==> config.mk <==
export PLATFORM = sky130hd
export DESIGN_NAME = ppb_io_mapper_flat
export DESIGN_NICKNAME = d
export VERILOG_FILES = /design/src/rtl/ppb_io_mapper_if.sv /design/src/rtl/ppb_io_mapper.sv /design/src/flat_wrapper.sv
export SDC_FILE = /design/constraint.sdc
export NUM_CORES = 1
export LEC_CHECK = 0
export ABC_AREA = 1
export CORE_AREA = 2 2 189 191
export CTS_CLUSTER_SIZE = 30
export DETAILED_ROUTE_END_ITERATION = 8
export DIE_AREA = 0 0 191 193
export PLACE_DENSITY = 0.69
export SLEW_MARGIN = 0
export SYNTH_ARGS = -nofsm -noshare
export SYNTH_HDL_FRONTEND = slang
export SYNTH_SLANG_ARGS = --single-unit
==> constraint.sdc <==
create_clock -name clk -period 1.35 [get_ports clk]
set_clock_uncertainty 0.2 [all_clocks]
set_input_delay 0.2025 -clock clk [delete_from_list [all_inputs] [get_ports clk]]
set_output_delay 0.2025 -clock clk [all_outputs]
set_load 0.02 [all_outputs]
==> src/rtl/ppb_io_mapper_if.sv <==
// Board-side signal bundle for ppb_io_mapper.
// There is no handshake on this bundle: every signal is a plain level or a
// one-cycle pulse sampled on the mapper clock. The "slave" modport is the
// mapper itself; the "master" modport is the board/CPU side that drives the
// raw pins and probe bus and observes the mapped outputs.
interface ppb_io_mapper_if #(
  parameter int DEV_IN_W  = 60,
  parameter int DEV_OUT_W = 120,
  parameter int PROBE_W   = 240
);
  localparam int PAGES  = (PROBE_W + DEV_OUT_W - 1) / DEV_OUT_W;
  localparam int PAGE_W = (PAGES > 1) ? $clog2(PAGES) : 1;

  logic [0:DEV_IN_W-1]  device_inputs;
  logic [0:PROBE_W-1]   probe_bus;
  logic [0:DEV_OUT_W-1] device_outputs;
  logic                 clk_auto_en;
  logic                 clk_step;
  logic                 reset_req;
  logic [0:DEV_IN_W-6]  user_inputs;
  logic [PAGE_W-1:0]    page_sel;
  logic                 frozen;

  modport slave (
    input  device_inputs, probe_bus,
    output device_outputs, clk_auto_en, clk_step, reset_req,
           user_inputs, page_sel, frozen
  );

  modport master (
    output device_inputs, probe_bus,
    input  device_outputs, clk_auto_en, clk_step, reset_req,
           user_inputs, page_sel, frozen
  );
endinterface

==> src/rtl/ppb_io_mapper.sv <==
// Registered peripheral-board pin mapper.
// Synchronises every board pin, debounces the five control pins, turns the
// step button into a one-cycle pulse (suppressed while auto-clock is on),
// and pages the wide probe bus onto the output pins with a freeze/snapshot
// mode. The design is pure datapath: no FSM, all state is in *_q registers.
module ppb_io_mapper #(
  parameter int DEV_IN_W    = 60,
  parameter int DEV_OUT_W   = 120,
  parameter int PROBE_W     = 240,
  parameter int SYNC_STAGES = 2,
  parameter int DEB_CYCLES  = 1000
) (
  input  logic            clk,
  input  logic            reset,
  ppb_io_mapper_if.slave  bus
);
  localparam int PAGES  = (PROBE_W + DEV_OUT_W - 1) / DEV_OUT_W;
  localparam int PAGE_W = (PAGES > 1) ? $clog2(PAGES) : 1;
  localparam int EXT_W  = PAGES * DEV_OUT_W;
  localparam int CNT_W  = (DEB_CYCLES > 1) ? $clog2(DEB_CYCLES) : 1;
  localparam int NDEB   = 5;

  localparam logic [CNT_W-1:0]  CNT_LAST  = CNT_W'(DEB_CYCLES - 1);
  localparam logic [PAGE_W-1:0] PAGE_LAST = PAGE_W'(PAGES - 1);

  // Control pin positions on device_inputs.
  localparam int B_AUTO = 0;
  localparam int B_STEP = 1;
  localparam int B_RST  = 2;
  localparam int B_FRZ  = 3;
  localparam int B_PAGE = 4;

  // Synchroniser chain; stage 0 is closest to the pins.
  logic [SYNC_STAGES-1:0][0:DEV_IN_W-1] sync_q, sync_d;
  logic [0:DEV_IN_W-1]                  sync_in;

  // Debounce state for bits 0..4, plus one cycle of edge history.
  logic [0:NDEB-1]            stable_q, stable_d;
  logic [0:NDEB-1]            prev_q;
  logic [0:NDEB-1][CNT_W-1:0] cnt_q, cnt_d;

  logic                 clk_step_q, clk_step_d;
  logic [PAGE_W-1:0]    page_q, page_d;
  logic [0:DEV_OUT_W-1] dout_q, dout_d;

  logic                 step_rise, page_rise, frozen_w, auto_w;
  logic [0:EXT_W-1]     probe_ext;
  logic [0:DEV_OUT_W-1] page_vec;

  assign sync_d  = {sync_q[SYNC_STAGES-2:0], bus.device_inputs};
  assign sync_in = sync_q[SYNC_STAGES-1];

  // Debounce filter: a differing level must persist DEB_CYCLES cycles.
  always_comb begin
    stable_d = stable_q;
    cnt_d    = cnt_q;
    for (int b = 0; b < NDEB; b++) begin
      if (sync_in[b] == stable_q[b]) begin
        cnt_d[b] = '0;
      end else if (cnt_q[b] == CNT_LAST) begin
        stable_d[b] = sync_in[b];
        cnt_d[b]    = '0;
      end else begin
        cnt_d[b] = cnt_q[b] + CNT_W'(1);
      end
    end
  end

  assign auto_w    = stable_q[B_AUTO];
  assign frozen_w  = stable_q[B_FRZ];
  assign step_rise = stable_q[B_STEP] & ~prev_q[B_STEP];
  assign page_rise = stable_q[B_PAGE] & ~prev_q[B_PAGE];

  // Step pulse, page pointer and paged/frozen output selection.
  always_comb begin
    clk_step_d = step_rise & ~auto_w;

    page_d = page_q;
    if (page_rise && !frozen_w) begin
      page_d = (page_q == PAGE_LAST) ? '0 : page_q + PAGE_W'(1);
    end

    // Pad the probe bus to whole pages so indices past PROBE_W read as 0.
    probe_ext              = '0;
    probe_ext[0:PROBE_W-1] = bus.probe_bus;

    page_vec = '0;
    for (int p = 0; p < PAGES; p++) begin
      if (page_q == PAGE_W'(p)) begin
        page_vec = probe_ext[p*DEV_OUT_W +: DEV_OUT_W];
      end
    end

    dout_d = frozen_w ? dout_q : page_vec;
  end

  // All state registers with synchronous reset.
  always_ff @(posedge clk) begin
    if (reset) begin
      sync_q     <= '0;
      stable_q   <= '0;
      prev_q     <= '0;
      cnt_q      <= '0;
      clk_step_q <= 1'b0;
      page_q     <= '0;
      dout_q     <= '0;
    end else begin
      sync_q     <= sync_d;
      stable_q   <= stable_d;
      prev_q     <= stable_q;
      cnt_q      <= cnt_d;
      clk_step_q <= clk_step_d;
      page_q     <= page_d;
      dout_q     <= dout_d;
    end
  end

  assign bus.device_outputs = dout_q;
  assign bus.clk_auto_en    = stable_q[B_AUTO];
  assign bus.clk_step       = clk_step_q;
  assign bus.reset_req      = stable_q[B_RST];
  assign bus.frozen         = stable_q[B_FRZ];
  assign bus.page_sel       = page_q;
  assign bus.user_inputs    = sync_in[5:DEV_IN_W-1];
endmodule

==> src/flat_wrapper.sv <==
// flat-port wrapper written by rule: the top's interface ports become plain ports
module ppb_io_mapper_flat 
#(
  parameter int DEV_IN_W    = 60,
  parameter int DEV_OUT_W   = 120,
  parameter int PROBE_W     = 240,
  parameter int SYNC_STAGES = 2,
  parameter int DEB_CYCLES  = 1000
)
  (clk, reset, bus_device_inputs, bus_probe_bus, bus_device_outputs, bus_clk_auto_en, bus_clk_step, bus_reset_req, bus_user_inputs, bus_page_sel, bus_frozen);
  ppb_io_mapper_if #(.DEV_IN_W(DEV_IN_W), .DEV_OUT_W(DEV_OUT_W), .PROBE_W(PROBE_W)) bus_i ();
  input  logic clk;
  input  logic reset;
  input wire logic [$bits(bus_i.device_inputs)-1:0] bus_device_inputs;
  input wire logic [$bits(bus_i.probe_bus)-1:0] bus_probe_bus;
  output wire logic [$bits(bus_i.device_outputs)-1:0] bus_device_outputs;
  output wire logic [$bits(bus_i.clk_auto_en)-1:0] bus_clk_auto_en;
  output wire logic [$bits(bus_i.clk_step)-1:0] bus_clk_step;
  output wire logic [$bits(bus_i.reset_req)-1:0] bus_reset_req;
  output wire logic [$bits(bus_i.user_inputs)-1:0] bus_user_inputs;
  output wire logic [$bits(bus_i.page_sel)-1:0] bus_page_sel;
  output wire logic [$bits(bus_i.frozen)-1:0] bus_frozen;
  assign bus_i.device_inputs = bus_device_inputs;
  assign bus_i.probe_bus = bus_probe_bus;
  assign bus_device_outputs = bus_i.device_outputs;
  assign bus_clk_auto_en = bus_i.clk_auto_en;
  assign bus_clk_step = bus_i.clk_step;
  assign bus_reset_req = bus_i.reset_req;
  assign bus_user_inputs = bus_i.user_inputs;
  assign bus_page_sel = bus_i.page_sel;
  assign bus_frozen = bus_i.frozen;
  ppb_io_mapper #(.DEV_IN_W(DEV_IN_W), .DEV_OUT_W(DEV_OUT_W), .PROBE_W(PROBE_W), .SYNC_STAGES(SYNC_STAGES), .DEB_CYCLES(DEB_CYCLES)) u_core (.clk(clk), .reset(reset), .bus(bus_i));
endmodule
# Word level (Yosys, flattened, before mapping)
# Cells that the tools add are included.
totals:
  reg_bits: 301
  elab_cells: 57
op_classes:
  n_addsub: 6
  eq_ne: 10
  mux: 2
  bitwise: 11
  n_reduce_logical: 12
ops:
  columns: ["cell", "count"]
  rows:
  - ["120-bit two-way mux", 1]
  - ["10-bit by 1-bit adder with 10-bit output, second input constant", 5]
  - ["10-bit == test, second input constant", 5]
  - ["3-bit OR reduction", 5]
  - ["2-bit AND reduction", 5]
  - ["1-bit inverter", 8]
  - ["1-bit == test", 5]
  - ["1-bit bitwise AND", 3]
  - ["1-bit adder, second input constant", 1]
  - ["1-bit logical AND", 1]
  - ["1-bit zero test", 1]
  - ["1-bit two-way mux", 1]

# Logic depth before layout (Yosys ltp)
logic_depth:
  word_depth: 3
  ltp_mapped: 8
  mapped_depth_nobuf: 8

# Worst setup path before layout
# Ideal clock, no wire load.
synth_path:
  path_kind: "register to register"
  start: "register u_core.page_q, in the netlist u_core.bus.page_sel"
  end: "register u_core.dout_q (netlist bit u_core.bus.device_outputs[25])"
  setup_time_ns: 0.116
  arrival_time_ns: 1.117
  required_ns: 1.034
  path_slack_ns: -0.083
  path_stages_with_launch: 8
  n_path_buf: 2
  synth_period_minus_slack_ns: 1.433
  cell_sequence: "dfxtp_1 > inv_2 > buf_2 > buf_2 > nand2_1 > nand3_1 > o211ai_1 > inv_1"
synth_between:
  elab_chain_len: 1
synth_rtl:
  columns: ["element", "line_no", "rtl"]
  rows:
  - ["start, declared", "ppb_io_mapper.sv:43", "logic [PAGE_W-1:0] page_q, page_d;"]
  - ["start signal, assigned", "ppb_io_mapper.sv:113", "page_q <= page_d;"]
  - ["120-bit two-way mux", "ppb_io_mapper.sv:89", "if (page_q == PAGE_W'(p)) begin"]
  - ["end signal, assigned", "ppb_io_mapper.sv:114", "dout_q <= dout_d;"]
  - ["end, declared", "ppb_io_mapper.sv:44", "logic [0:DEV_OUT_W-1] dout_q, dout_d;"]
# No other way between the ends.
# A chain may end at the register's enable or synchronous reset.

# Worst setup path after layout
layout_path:
  start: "register u_core.page_q, in the netlist u_core.bus.page_sel"
  end: "output bus_page_sel"
layout_rtl:
  columns: ["element", "line_no", "rtl"]
  rows:
  - ["end, declared", "flat_wrapper.sv:21", "output wire logic [$bits(bus_i.page_sel)-1:0] bus_page_sel;"]
# No word-level cell between the ends.

==> run_results.csv <==
group,metric,value,unit
status,status,"finished with violations",
status,violations,"negative setup slack",
worst_setup_path,slowest_stage,"dfxtp_4",
placed_design,dp_hpwl,29.19,mm
clock_tree,clock_path_buffers,3,
worst_setup_path,crit_required,0.95,ns
layout,final_cell_mix,"nand2_1 (302), clkdlybuf4s50_1 (300), inv_1 (282)",
worst_setup_path,crit_family,"flip-flops",
sta,fin_crit_sh,108.6,%
sta,setup_ws,-0.1165,ns
worst_setup_path,worstSetupPathType,"reg2out",
drt,dr.first_iter.drc_count,616,
power,p_leak,9.855,nW
clock_tree,cts_sinks,299,
drt,wl_per_cell,16.15,um
worst_setup_path,reg2reg_from,"u_core.stable_q[3]",
sta,worst_slew_pin_slew,0.7279,ns
layout,area_delta_synth_final,72.85,%
global_routing,grt_pass1_wl,61.47,mm
drt,vias,12060,
clock_tree,cts_buffers,34,
clock_tree,clk_pin_slew,0.06,ns
floorplanning,rows,69,
floorplanning,io_pins,482,
worst_hold_path,hold_path.class,"in2reg",
sta,rsz0062_at_grt,"yes",
floorplanning,die_y,193,um
worst_hold_path,hp-start,"bus_device_inputs[12]",
sta,whs,0.009954,ns
floorplanning,core,34960,um2
drt,dr.pass1.iters,6,
layout,final_common_cell,"nand2_1",
drt,routed_wl,42.70,mm
clock_tree,clk_latency,0.51,ns
worst_setup_path,path_cells,"buf_6",
yosys,avgSynthCellArea,7.547,um2
global_routing,grt_usage,21.23,%
layout,fillers,2951,
layout,final_nets,2455,
yosys,synth_edf_count,0,
floorplanning,dieArea,36860,um2
power,power,22.10,mW
worst_setup_path,end_kind,"primary output",
worst_setup_path,worst-path-buf-inv,1,
floorplanning,die_w,191,um
clock_tree,cts_max_level,2,
placed_design,dp.cells,2462,
sta,fmax,681.9,MHz
worst_setup_path,worstPathMaxFanout,5,
yosys,synth_fp_nets,1891,
drt,drc,0,
yosys,synth_cells,1584,
layout,final_layout_size_suffix_gt1_share,29.97,%
drt,ant_nets,0,
worst_setup_path,worstPathArrival,1.06,ns
worst_setup_path,critPathLaunchType,"flop",
worst_setup_path,r2r_slack,-0.08,ns
clock_tree,clock_tree.root_cell,"clkbuf_16",
run,max_cap_violations,0,
clock_tree,tritoncts,"yes",
layout,regArea,6250,um2
power,ir_drop,0.9882,mV
worst_setup_path,worstSetupStartpoint,"u_core.bus.page_sel",
yosys,yosysSeqAreaShare,50.07,%
sta,hold_violations,0,
placed_design,port_buffers,481,
sta,setup_tns,-2.749,ns
yosys,synth_flop_cell,"dfxtp_1",
global_routing,grt.overflow.total,0,
yosys,yosys_warnings,0,
sta,slew_viol_final,0,
global_routing,grt_max_degree,71,
drt,viasPerCell,4.564,
floorplanning,start_util,34.19,%
yosys,synthDistinctLibCells,29,
layout,stdcell_area,20660,um2
power,p_per_area,1069,nW/um2
global_routing,grt_pass1_vias,11610,
sta,slew_headroom,51.47,%
yosys,async_flop_share,0,%
layout,finalNonFillerCells,2643,
worst_setup_path,slowest_delay,0.42,ns
placed_design,place_area,17380,um2
sta,period_minus_slack,1.466,ns
sta,setup_viol_count_final,164,
placed_design,dp_slack,-0.1859,ns
layout,fin_util,59.10,%
layout,multi_input_area,4553,um2
placed_design,gp_congestion,0.8734,
yosys,ys_ff_latch,299,
yosys,netlist_area,11960,um2
global_routing,antenna_found_initial,9,
synth_stat cells, types with 2 or more instances:
master / instances / area (um2)
xor2_1: 7 / 61.31
o21ai_1: 2 / 10.01
nor3_1: 2 / 10.01
a21oi_1: 12 / 60.06
buf_1: 5 / 18.77
nand3_1: 145 / 725.7
nand2_1: 317 / 1190
buf_2: 61 / 305.3
nand4_1: 5 / 31.28
buf_6: 2 / 22.52
xnor2_1: 11 / 96.34
inv_1: 287 / 1077
nor4_1: 2 / 12.51
dfxtp_1: 299 / 5986
o211ai_1: 120 / 900.9
clkbuf_1: 13 / 48.80
nand3b_1: 2 / 15.01
buf_4: 55 / 412.9
a21oi_2: 2 / 17.52
inv_2: 3 / 11.26
o21ai_0: 7 / 35.03
nor2_1: 214 / 803.3
ha_1: 5 / 62.56
timing repair:
item                       4_1_cts  5_1_grt
pin swaps                       21       37
hold buffers                    51        0
setup endpoints to repair      278      352
gates cloned                     5        3
hold endpoints to repair        65        0
gates resized for setup       1251       97
setup buffers                   34       19
cells by family (layout without fill, tap and decap cells):
| logic type | Yosys count | count (layout) | synth area share (%) |
|---|---|---|---|
| other | 0 | 10 | 0 |
| and+or+nand+nor | 690 | 692 | 23.47 |
| buffers and inverters | 426 | 1011 | 15.87 |
| DFF | 299 | 299 | 50.07 |
| adders and majority gates | 5 | 5 | 0.5233 |
| AOI/OAI and AO/OA | 146 | 147 | 8.749 |
| xor gates and xnor gates | 18 | 18 | 1.319 |
registers in the layout, indices dropped and copies added, names as in the netlist:
name                       count
u_core.bus.device_outputs    120
u_core.sync_d                 60
u_core.sync_in                60
u_core.cnt_q                  50
u_core.stable_q                5
u_core.prev_q                  2
u_core.bus.clk_step            1
u_core.bus.page_sel            1
layer usage:
layer | GRT usage [%] | up-vias | share of wire (%)
met5 | 0 | - | 0
met4 | 8.527 | 0 | 2.5
met3 | 5.973 | 71 | 7.9
met2 | 37.82 | 422 | 51
met1 | 23.93 | 5602 | 38
li1 | - | 5967 | -
final timing paths:
| path | to | cells after the start |
|---|---|---|
| max | bus_page_sel | 1 |
| min | u_core.sync_d[72] | 3 |
| max reg2reg | u_core.bus.device_outputs[14] | 5 |
| min reg2reg | u_core.sync_in[49] | 2 |
where the power goes:
part | switching, mW | internal, mW
Sequential | 0.211 | 9.24
Clock | 3.77 | 6.05
Combinational | 1.13 | 1.71
layout make-up:
type                            count  share of cell area [%]
Antenna cell                       10                  0.1211
Clock buffer                       44                   4.493
Clock inverter                     16                   1.259
Inverter                          290                   5.364
Multi-Input combinational cell    862                   22.03
Sequential cell                   299                   30.24
Tap cell                          461                   2.791
Timing Repair Buffer              661                   33.69
Note: power is estimated with default switching activity, not from simulation.
